File: config.mk
export PLATFORM = sky130hd
export DESIGN_NAME = delay_step_scheduler
export DESIGN_NICKNAME = d
export VERILOG_FILES = /design/src/rtl/delay_step_pkg.sv /design/src/rtl/dwell_timer.sv /design/src/rtl/delay_step_scheduler.sv
export SDC_FILE = /design/constraint.sdc
export NUM_CORES = 1
export LEC_CHECK = 0
export ABC_AREA = 1
export BUFFER_PORTS_ARGS = -buffer_cell sky130_fd_sc_hd__buf_4
export CAP_MARGIN = 20
export CORE_UTILIZATION = 60
export CTS_CLUSTER_SIZE = 25
export DETAILED_ROUTE_END_ITERATION = 12
export PLACE_DENSITY = 0.95
export SLEW_MARGIN = 20
export SYNTH_ARGS = -nofsm -noshare
export SYNTH_HDL_FRONTEND = slang
export SYNTH_SLANG_ARGS = --single-unit
File: constraint.sdc
create_clock -name clk -period 9.24 [get_ports clk]
set_input_delay 1.386 -clock clk [delete_from_list [all_inputs] [get_ports clk]]
set_output_delay 1.386 -clock clk [all_outputs]
set_load 0.005 [all_outputs]
File: src/rtl/delay_step_pkg.sv
// Shared state/step types and limit arithmetic for the delay step scheduler.
package delay_step_pkg;

    typedef enum logic [1:0] {IDLE, STEP, DWELL, DONE} state_t;
    typedef enum logic [1:0] {NONE, UP, DN, RST} step_kind_t;

    localparam int MAX_WIDTH = 32;
    localparam int STEPS_W   = 16;

    // One bit wider than the operands so value+increment and min+increment never wrap.
    function automatic logic step_allowed(
        input step_kind_t             kind,
        input logic [MAX_WIDTH-1:0]   val,
        input logic [MAX_WIDTH-1:0]   inc,
        input logic [MAX_WIDTH-1:0]   lim
    );
        logic ok;
        case (kind)
            UP:      ok = ({1'b0, val} + {1'b0, inc}) <= {1'b0, lim};
            DN:      ok = {1'b0, val} >= ({1'b0, lim} + {1'b0, inc});
            default: ok = 1'b1;
        endcase
        return ok;
    endfunction

endpackage

File: src/rtl/dwell_timer.sv
// Loadable down-counter; expire is high during the last cycle of a loaded count.
module dwell_timer #(
    parameter int DWELL_W = 16
) (
    input  logic               clk,
    input  logic               reset,
    input  logic               load,
    input  logic [DWELL_W-1:0] load_value,
    output logic               expire
);

    logic [DWELL_W-1:0] count;

    always_ff @(posedge clk) begin
        if (reset) begin
            count <= '0;
        end else if (load) begin
            count <= load_value;
        end else if (count != '0) begin
            count <= count - DWELL_W'(1);
        end
    end

    assign expire = (count == DWELL_W'(1));

endmodule

File: src/rtl/delay_step_scheduler.sv
// Arbitrates manual and scan-engine step requests for the up/down delay counter.
// Define SCAN_WRAP_EN to make a limit-refused scan step reload the counter and keep scanning.
module delay_step_scheduler
    import delay_step_pkg::*;
#(
    parameter int WIDTH   = 16,
    parameter int DWELL_W = 16
) (
    input  logic               clk,
    input  logic               reset,
    input  logic               btn_up,
    input  logic               btn_dn,
    input  logic               btn_rst,
    input  logic               scan_start,
    input  logic               scan_abort,
    input  logic               scan_dir,
    input  logic [STEPS_W-1:0] scan_steps,
    input  logic [DWELL_W-1:0] dwell,
    input  logic [WIDTH-1:0]   preload,
    input  logic [WIDTH-1:0]   increment,
    input  logic [WIDTH-1:0]   min_val,
    input  logic [WIDTH-1:0]   max_val,
    output logic               cnt_up,
    output logic               cnt_dn,
    output logic               cnt_rst,
    output logic [WIDTH-1:0]   value,
    output logic               busy,
    output logic               done,
    output logic               limit_hit
);

    state_t             state, state_next;
    step_kind_t         kind_next, scan_kind;
    logic [STEPS_W-1:0] remaining, remaining_next;
    logic [WIDTH-1:0]   value_next, value_up, value_dn;
    logic [DWELL_W-1:0] dwell_lat, dwell_eff;
    logic               dir_lat;
    logic               done_next, limit_next, timer_load, latch_scan, end_scan;
    logic               scan_active, up_ok, dn_ok, scan_ok, timer_expire;

    assign scan_active = (state == STEP) || (state == DWELL);
    assign scan_kind   = dir_lat ? UP : DN;
    assign up_ok       = step_allowed(UP, MAX_WIDTH'(value), MAX_WIDTH'(increment), MAX_WIDTH'(max_val));
    assign dn_ok       = step_allowed(DN, MAX_WIDTH'(value), MAX_WIDTH'(increment), MAX_WIDTH'(min_val));
    assign scan_ok     = dir_lat ? up_ok : dn_ok;
    assign value_up    = value + increment;
    assign value_dn    = value - increment;
    assign dwell_eff   = (dwell_lat == '0) ? DWELL_W'(1) : dwell_lat;

    dwell_timer #(.DWELL_W(DWELL_W)) u_dwell_timer (
        .clk        (clk),
        .reset      (reset),
        .load       (timer_load),
        .load_value (dwell_eff),
        .expire     (timer_expire)
    );

    // One action per cycle, highest priority first: reload, abort, scan step, manual up/down, scan start.
    always_comb begin
        state_next     = (state == DONE) ? IDLE : state;
        remaining_next = remaining;
        value_next     = value;
        kind_next      = NONE;
        done_next      = 1'b0;
        limit_next     = 1'b0;
        timer_load     = 1'b0;
        latch_scan     = 1'b0;
        end_scan       = 1'b0;

        if (btn_rst) begin
            kind_next  = RST;
            value_next = preload;
            if (scan_active) begin
                done_next  = 1'b1;
                state_next = IDLE;
            end
        end else if (scan_abort && scan_active) begin
            done_next  = 1'b1;
            state_next = DONE;
        end else if (state == STEP) begin
            remaining_next = remaining - STEPS_W'(1);
            if (scan_ok) begin
                kind_next  = scan_kind;
                value_next = dir_lat ? value_up : value_dn;
            end else begin
                limit_next = 1'b1;
`ifdef SCAN_WRAP_EN
                kind_next  = RST;
                value_next = preload;
`else
                end_scan   = 1'b1;
`endif
            end
            if (remaining == STEPS_W'(1)) begin
                end_scan = 1'b1;
            end
            if (end_scan) begin
                done_next  = 1'b1;
                state_next = DONE;
            end else begin
                timer_load = 1'b1;
                state_next = DWELL;
            end
        end else if (scan_active) begin
            if (timer_expire) begin
                state_next = STEP;
            end
        end else if (btn_up) begin
            if (up_ok) begin
                kind_next  = UP;
                value_next = value_up;
            end else begin
                limit_next = 1'b1;
            end
        end else if (btn_dn) begin
            if (dn_ok) begin
                kind_next  = DN;
                value_next = value_dn;
            end else begin
                limit_next = 1'b1;
            end
        end else if (scan_start && (state == IDLE)) begin
            if (scan_steps == '0) begin
                done_next = 1'b1;
            end else begin
                latch_scan     = 1'b1;
                remaining_next = scan_steps;
                state_next     = STEP;
            end
        end
    end

    always_ff @(posedge clk) begin
        if (reset) begin
            state     <= IDLE;
            remaining <= '0;
            dir_lat   <= 1'b0;
            dwell_lat <= '0;
            value     <= preload;
            cnt_up    <= 1'b0;
            cnt_dn    <= 1'b0;
            cnt_rst   <= 1'b0;
            busy      <= 1'b0;
            done      <= 1'b0;
            limit_hit <= 1'b0;
        end else begin
            state     <= state_next;
            remaining <= remaining_next;
            value     <= value_next;
            cnt_up    <= (kind_next == UP);
            cnt_dn    <= (kind_next == DN);
            cnt_rst   <= (kind_next == RST);
            busy      <= (state_next == STEP) || (state_next == DWELL);
            done      <= done_next;
            limit_hit <= limit_next;
            if (latch_scan) begin
                dir_lat   <= scan_dir;
                dwell_lat <= dwell;
            end
        end
    end

endmodule
==> impl_metrics.json, run 1 <==
{
  "area.growth.synth_to_final_pct": 19.15,
  "busiest_layer": "met2",
  "vdd_ir_drop_max_uv": 166.0,
  "place_ws_ps": 3399,
  "tns_ps": 0,
  "antenna_cells": 0,
  "gp_congestion": 1.003,
  "synth_area_leaders": "dfxtp_1, ha_1, nand2_1",
  "synth-main-ff-cell": "dfxtp_1",
  "setup_violations": 0,
  "grt_pass1_vias": 6850,
  "clock_path_buffers": 2,
  "hold_buffers": 0,
  "routed_wl_mm": 18.94,
  "ys_ff_latch": 73,
  "async_reset_ff_share_pct": 0,
  "multi_input_area_sq_mm": 0.004614,
  "drtIter0Drc": 979,
  "dr_total_vias": 7382,
  "row_count": 38,
  "maxCapViolCount": 0,
  "synthMuxAreaShare_pct": 0,
  "globalRouteMet2Util_pct": 56.29,
  "hp-class": "reg -> reg",
  "worstSkewPairLatency_ps": 350,
  "finClkSkew_ps": 6.807,
  "syn_avg_cell_area_sq_um": 6.905,
  "gr-usage-met3_pct": 3.885,
  "leakagePower_nw": 4.065,
  "post-route-period-util_pct": 60.47,
  "cts_tree": "built",
  "synthXorXnorAreaFrac_pct": 6.227,
  "slew_viol_final": 0,
  "postPlaceCellArea_sq_mm": 0.007905,
  "synth.largest_area_cell": "dfxtp_1",
  "die_h_um": 109.2,
  "die_area_sq_mm": 0.01192,
  "synth_edf_count": 16,
  "drt_pre_antenna_iters": 7,
  "antenna_found_initial": 0,
  "drc": 0,
  "fmax_mhz": 179.0,
  "yosys-top-cells-count": "nand2_1, inv_1, a21oi_1",
  "netlist_area_sq_mm": 0.006892,
  "yosysUniqueCellTypes": 51,
  "outcome": "finished, final reports clean",
  "synth-compound-area-share_pct": 20.26,
  "end_kind": "register",
  "yosysWarnings": 0,
  "ios": 126,
  "hpwlAfterDp_mm": 14.43,
  "cts-resized-gates": 0,
  "grt_max_degree": 34,
  "final_hold_viol_count": 0,
  "yosysTopAreaCellShare_pct": 16.56,
  "initial_utilization_pct": 62.48,
  "worstMarginPinSlew_ps": 814.8,
  "drive_gt1_share_pct": 16.05,
  "synth_fa_ha_area_share_pct": 16.49,
  "numCtsBuffers": 9,
  "synth-simple-area-share_pct": 23.98,
  "start_kind": "primary input",
  "fin_area_sq_mm": 0.008212,
  "rsz0062_at_grt": "false",
  "fillers": 794,
  "port_buffers": 125,
  "slew_headroom_pct": 45.62,
  "synth_top_family_by_area": "simple AND/OR/NAND/NOR gates",
  "worst_slack_ps": 3653,
  "routedWlPerCell_um": 15.09,
  "crit_type": "in -> reg",
  "required_ps": 9150,
  "pwr_density_cell_mw_per_mm2": 199.5,
  "synthCells": 998,
  "dp.cells": 1239,
  "h-tree-depth": 3,
  "die_w_um": 109.2,
  "core-area_sq_mm": 0.01103,
  "postCtsSetupRepairBufs": 0,
  "use_met1_pct": 40.57,
  "final_cells": 1255,
  "nNetsFinal": 1303,
  "worstPathMaxFanout": 16,
  "total_power_mw": 1.638,
  "yosysSeqAreaShare_pct": 23.53,
  "yosysMostFrequentCell": "nand2_1",
  "synth_nets": 1191,
  "min_period_ps": 5587,
  "regArea_sq_mm": 0.001622,
  "grt.total_usage_pct": 32.63,
  "cts.sinks": 73,
  "viasPerCell": 5.882,
  "grt_overflow_total": 0,
  "arrival_ps": 5500,
  "cts-root-buf": "clkbuf_16",
  "grt_pass1_wl_mm": 30.75,
  "ant_nets": 0,
  "path_clk_slew_ps": 60
}
==> sequential cells by signal, indices dropped and copies added (netlist names) <==
signal and count:
remaining 16, busy 1, limit_hit 1, value 16
done 1, dir_lat 1, u_dwell_timer.count 16, dwell_lat 16
state 2, cnt_rst 1, cnt_up 1, cnt_dn 1
==> cells in the final DEF, fill, tap and decap left out, drive strengths merged, types with 3 or more instances in the layout <==
cell    Yosys  layout
fa          3       3
nor2       85      85
nor3       15      15
a211oi      8       8
buf         8     128
clkbuf     19      11
o21ai      88      88
ha         86      86
o211ai      7       7
o31ai       5       5
xor2       38      38
nand3      47      47
dfxtp      57      57
clkinv      2       3
nand2     185     185
nand4      18      18
xnor2      11      11
o21bai      5       5
nor4       12      12
a21oi     107     107
edfxtp     16      16
inv       140     143
a31oi      11      11
or2         4       4
nand3b      3       3
==> metrics by stage <==
step	util (%)	hold WS, ps
6_report	74.44	478.9
5_1_grt	74.44	497.8
2_1_floorplan	-	443.6
3_5_place_dp	71.67	466.4
4_1_cts	74.44	475.8
3_3_place_gp	71.67	454.9
==> kinds of logic (layout without fill, tap and decap cells) <==
group / after synthesis / after routing
simple gates: 372 / 372
compound gates: 246 / 246
buf+inv: 169 / 286
fa+ha+maj: 89 / 89
flops: 73 / 73
xor+xnor: 49 / 49
==> worst max-delay path, cell delays in order <==
cell      delay [ps]
buf_4            120
ha_1             340
nand3_1           90
nand2_1          110
a21oi_1           90
o21bai_1         280
a21oi_1          110
o21bai_1         230
nand2_1          110
nand2_1           70
a21oi_1           70
o21ai_0          200
xnor2_1          160
ha_1             270
nand4_1          120
nand3b_1         120
o211ai_1         100
nand2_1           70
nand2_1           40
a21oi_1          120
nand2_1           60
nand2_1          160
nand2_1          100
and2_1           170
or2_1            240
nand4_1           90
nand2_1          470
==> where the power goes <==
group / leakage, nW / total, mW / switching, mW / internal [mW]
clock network: 0.148 / 0.358 / 0.149 / 0.209
logic: 3.29 / 0.857 / 0.524 / 0.333
registers: 0.631 / 0.423 / 0.0448 / 0.378
==> layer usage <==
layer,up-vias,wire length (um)
li1,3589,-
met1,3360,7906
met2,382,9015
met3,51,1506
met4,0,511
met5,-,0
==> final timing paths <==
check / start / endpoint / slack [ps] / cells after the start
hold / removal: dwell_lat[3] / dwell_lat[3] / 480 / 2
setup / recovery: increment[2] / value[14] / 3650 / 27
hold reg to reg: dwell_lat[3] / dwell_lat[3] / 480 / 2
setup reg to reg: value[6] / value[14] / 4600 / 20
==> layout make-up <==
type / count / area share [%]
Tap cell: 140 / 2.133
Timing Repair Buffer: 128 / 11.70
Clock buffer: 11 / 3.215
Multi-Input combinational cell: 756 / 56.19
Sequential cell: 73 / 19.75
Inverter: 142 / 6.491
Clock inverter: 5 / 0.5181
Note: power is estimated with default switching activity, not from simulation.
==> inputs of run 2 (changes only) <==
Settings changed: CORE_UTILIZATION 60 to 52, PLACE_DENSITY 0.95 to 0.9.
Clock period 9.24 ns to 4.5 ns, I/O delays scaled along.
==> run 2 against run 1 <==
Design area rose by 1.5%. Via count fell by 1.7%. Combinational power rose by 110%. Power rose by 110%. Final cell count rose by 3.2%. Clock skew rose by 2.5 ps. Sequential cell count did not move. Largest cell class unchanged. First-iteration DRC count fell by 42%. Non-clock buffer count rose by 8. Sequential share of layout area fell by 0.29 points. Hold slack got worse by 6.6 ps. Critical path depth rose by 1.
==> impl_metrics.json, run 2 (synthesized netlist as in run 1, its figures left out) <==
{
  "outcome": "finished, final reports clean",
  "hold_ws_ps": 472.3,
  "drive_gt1_share_pct": 16.92,
  "critical_path.most_common_cell": "nand2_1",
  "drt_pre_antenna_iters": 5,
  "routed_wl_mm": 18.88,
  "post-route-period-util_pct": 93.10,
  "fmax_mhz": 238.7,
  "rsz0062_at_grt": "false",
  "dp.cells": 1279,
  "start_kind": "primary input",
  "worstSkewPairLatency_ps": 350,
  "die_w_um": 117.1,
  "setup_violations": 0,
  "final_common_cell": "nand2_1",
  "final_hold_viol_count": 0,
  "ios": 126,
  "viasPerCell": 5.601,
  "dr_total_vias": 7253,
  "required_ps": 4600,
  "path_buf_inv": 2,
  "grt_pass1_vias": 6848,
  "crit_type": "in -> reg",
  "leakagePower_nw": 4.110,
  "nNetsFinal": 1311,
  "hpwlAfterDp_mm": 14.38,
  "postCtsSetupRepairBufs": 0,
  "worstPathMaxFanout": 16,
  "clock_path_buffers": 2,
  "hold_buffers": 0,
  "cp_slowest_cell": "ha_1",
  "grt_overflow_total": 0,
  "hp-class": "reg -> reg",
  "die_area_sq_mm": 0.01372,
  "end_kind": "register",
  "min_period_ps": 4189,
  "port_buffers": 125,
  "die_h_um": 117.1,
  "cts_tree": "built",
  "h-tree-depth": 3,
  "maxCapViolCount": 0,
  "arrival_ps": 4290,
  "path_clk_slew_ps": 70,
  "worst_slack_ps": 310.7,
  "finClkSkew_ps": 9.330,
  "antenna_found_initial": 0,
  "gp_congestion": 0.9220,
  "grt_max_degree": 34,
  "place_ws_ps": -120.4,
  "grt_pass1_wl_mm": 30.35,
  "slew_headroom_pct": 49.66,
  "slew_viol_final": 0,
  "fillers": 1059,
  "core-area_sq_mm": 0.01277,
  "layout_common_cells": "nand2_1, buf_4, inv_1",
  "row_count": 41,
  "vdd_ir_drop_max_uv": 263.9,
  "cts-root-buf": "clkbuf_16",
  "antenna_cells": 0,
  "pwr_density_cell_mw_per_mm2": 407.3,
  "cts.sinks": 73,
  "drtIter0Drc": 570,
  "grt.total_usage_pct": 28.23,
  "numCtsBuffers": 9,
  "critical_path.max_stage_delay_ps": 320,
  "worstMarginPinSlew_ps": 754.3,
  "fin_util_pct": 65.25,
  "area.growth.synth_to_final_pct": 20.93,
  "initial_utilization_pct": 53.95,
  "final_cells": 1295,
  "drc": 0,
  "path_delay_family": "simple AND/OR/NAND/NOR gates",
  "routedWlPerCell_um": 14.58,
  "ant_nets": 0
}
-- run 2: worst min-delay path, stage by stage (launching register included) --
cell     delay (ps)
dfxtp_1         310
nand2_1          60
a21oi_1          50
-- run 2: per-layer routing --
layer	wire length (um)	global-route usage (%)
met1	7969	35.24
met2	8855	49.11
met3	1440	3.708
met4	614	11.65
met5	0	0
-- run 2: power by group --
part / internal (mW) / leakage (nW) / switching (mW) / total, mW
sequential: 0.776 / 0.631 / 0.0987 / 0.875
clock: 0.440 / 0.149 / 0.316 / 0.755
combinational: 0.699 / 3.33 / 1.07 / 1.76
total: 1.91 / 4.11 / 1.48 / 3.39
-- run 2: per-stage QoR --
stage | TNS (ps) | total power [mW] | area [sq um]
after global placement | 0 | 2.523 | 8018
after CTS | 0 | 3.360 | 8324
after floorplan | 0 | 2.135 | 6892
final | 0 | 3.395 | 8334
after global routing | 0 | 3.654 | 8334
after detailed placement | -1916 | 2.584 | 8018
-- run 2: what timing repair did --
item	4_1_cts	5_1_grt
endpoints found under the setup margin	0	16
hold endpoints to repair	0	0
resized for setup	0	3
-- run 2: path summary, 6_finish.rpt --
path / from / to / slack [ps] / depth (start not counted)
worst max-delay path: increment[2] / value[5] / 310 / 28
worst min register to register: remaining[15] / remaining[15] / 470 / 2
worst max register to register: value[1] / value[5] / 390 / 20
worst min-delay path: remaining[15] / remaining[15] / 470 / 2
-- run 2: final cells by class --
class,count,area (sq um),share of cell area (%)
timing repair buffer,136,1033,12.40
clock inverter,7,81.33,0.9758
inverter,142,533.0,6.395
sequential,73,1622,19.46
multi-input combinational,756,4624,55.49
tap,172,215.2,2.582
clock buffer,9,225.2,2.702
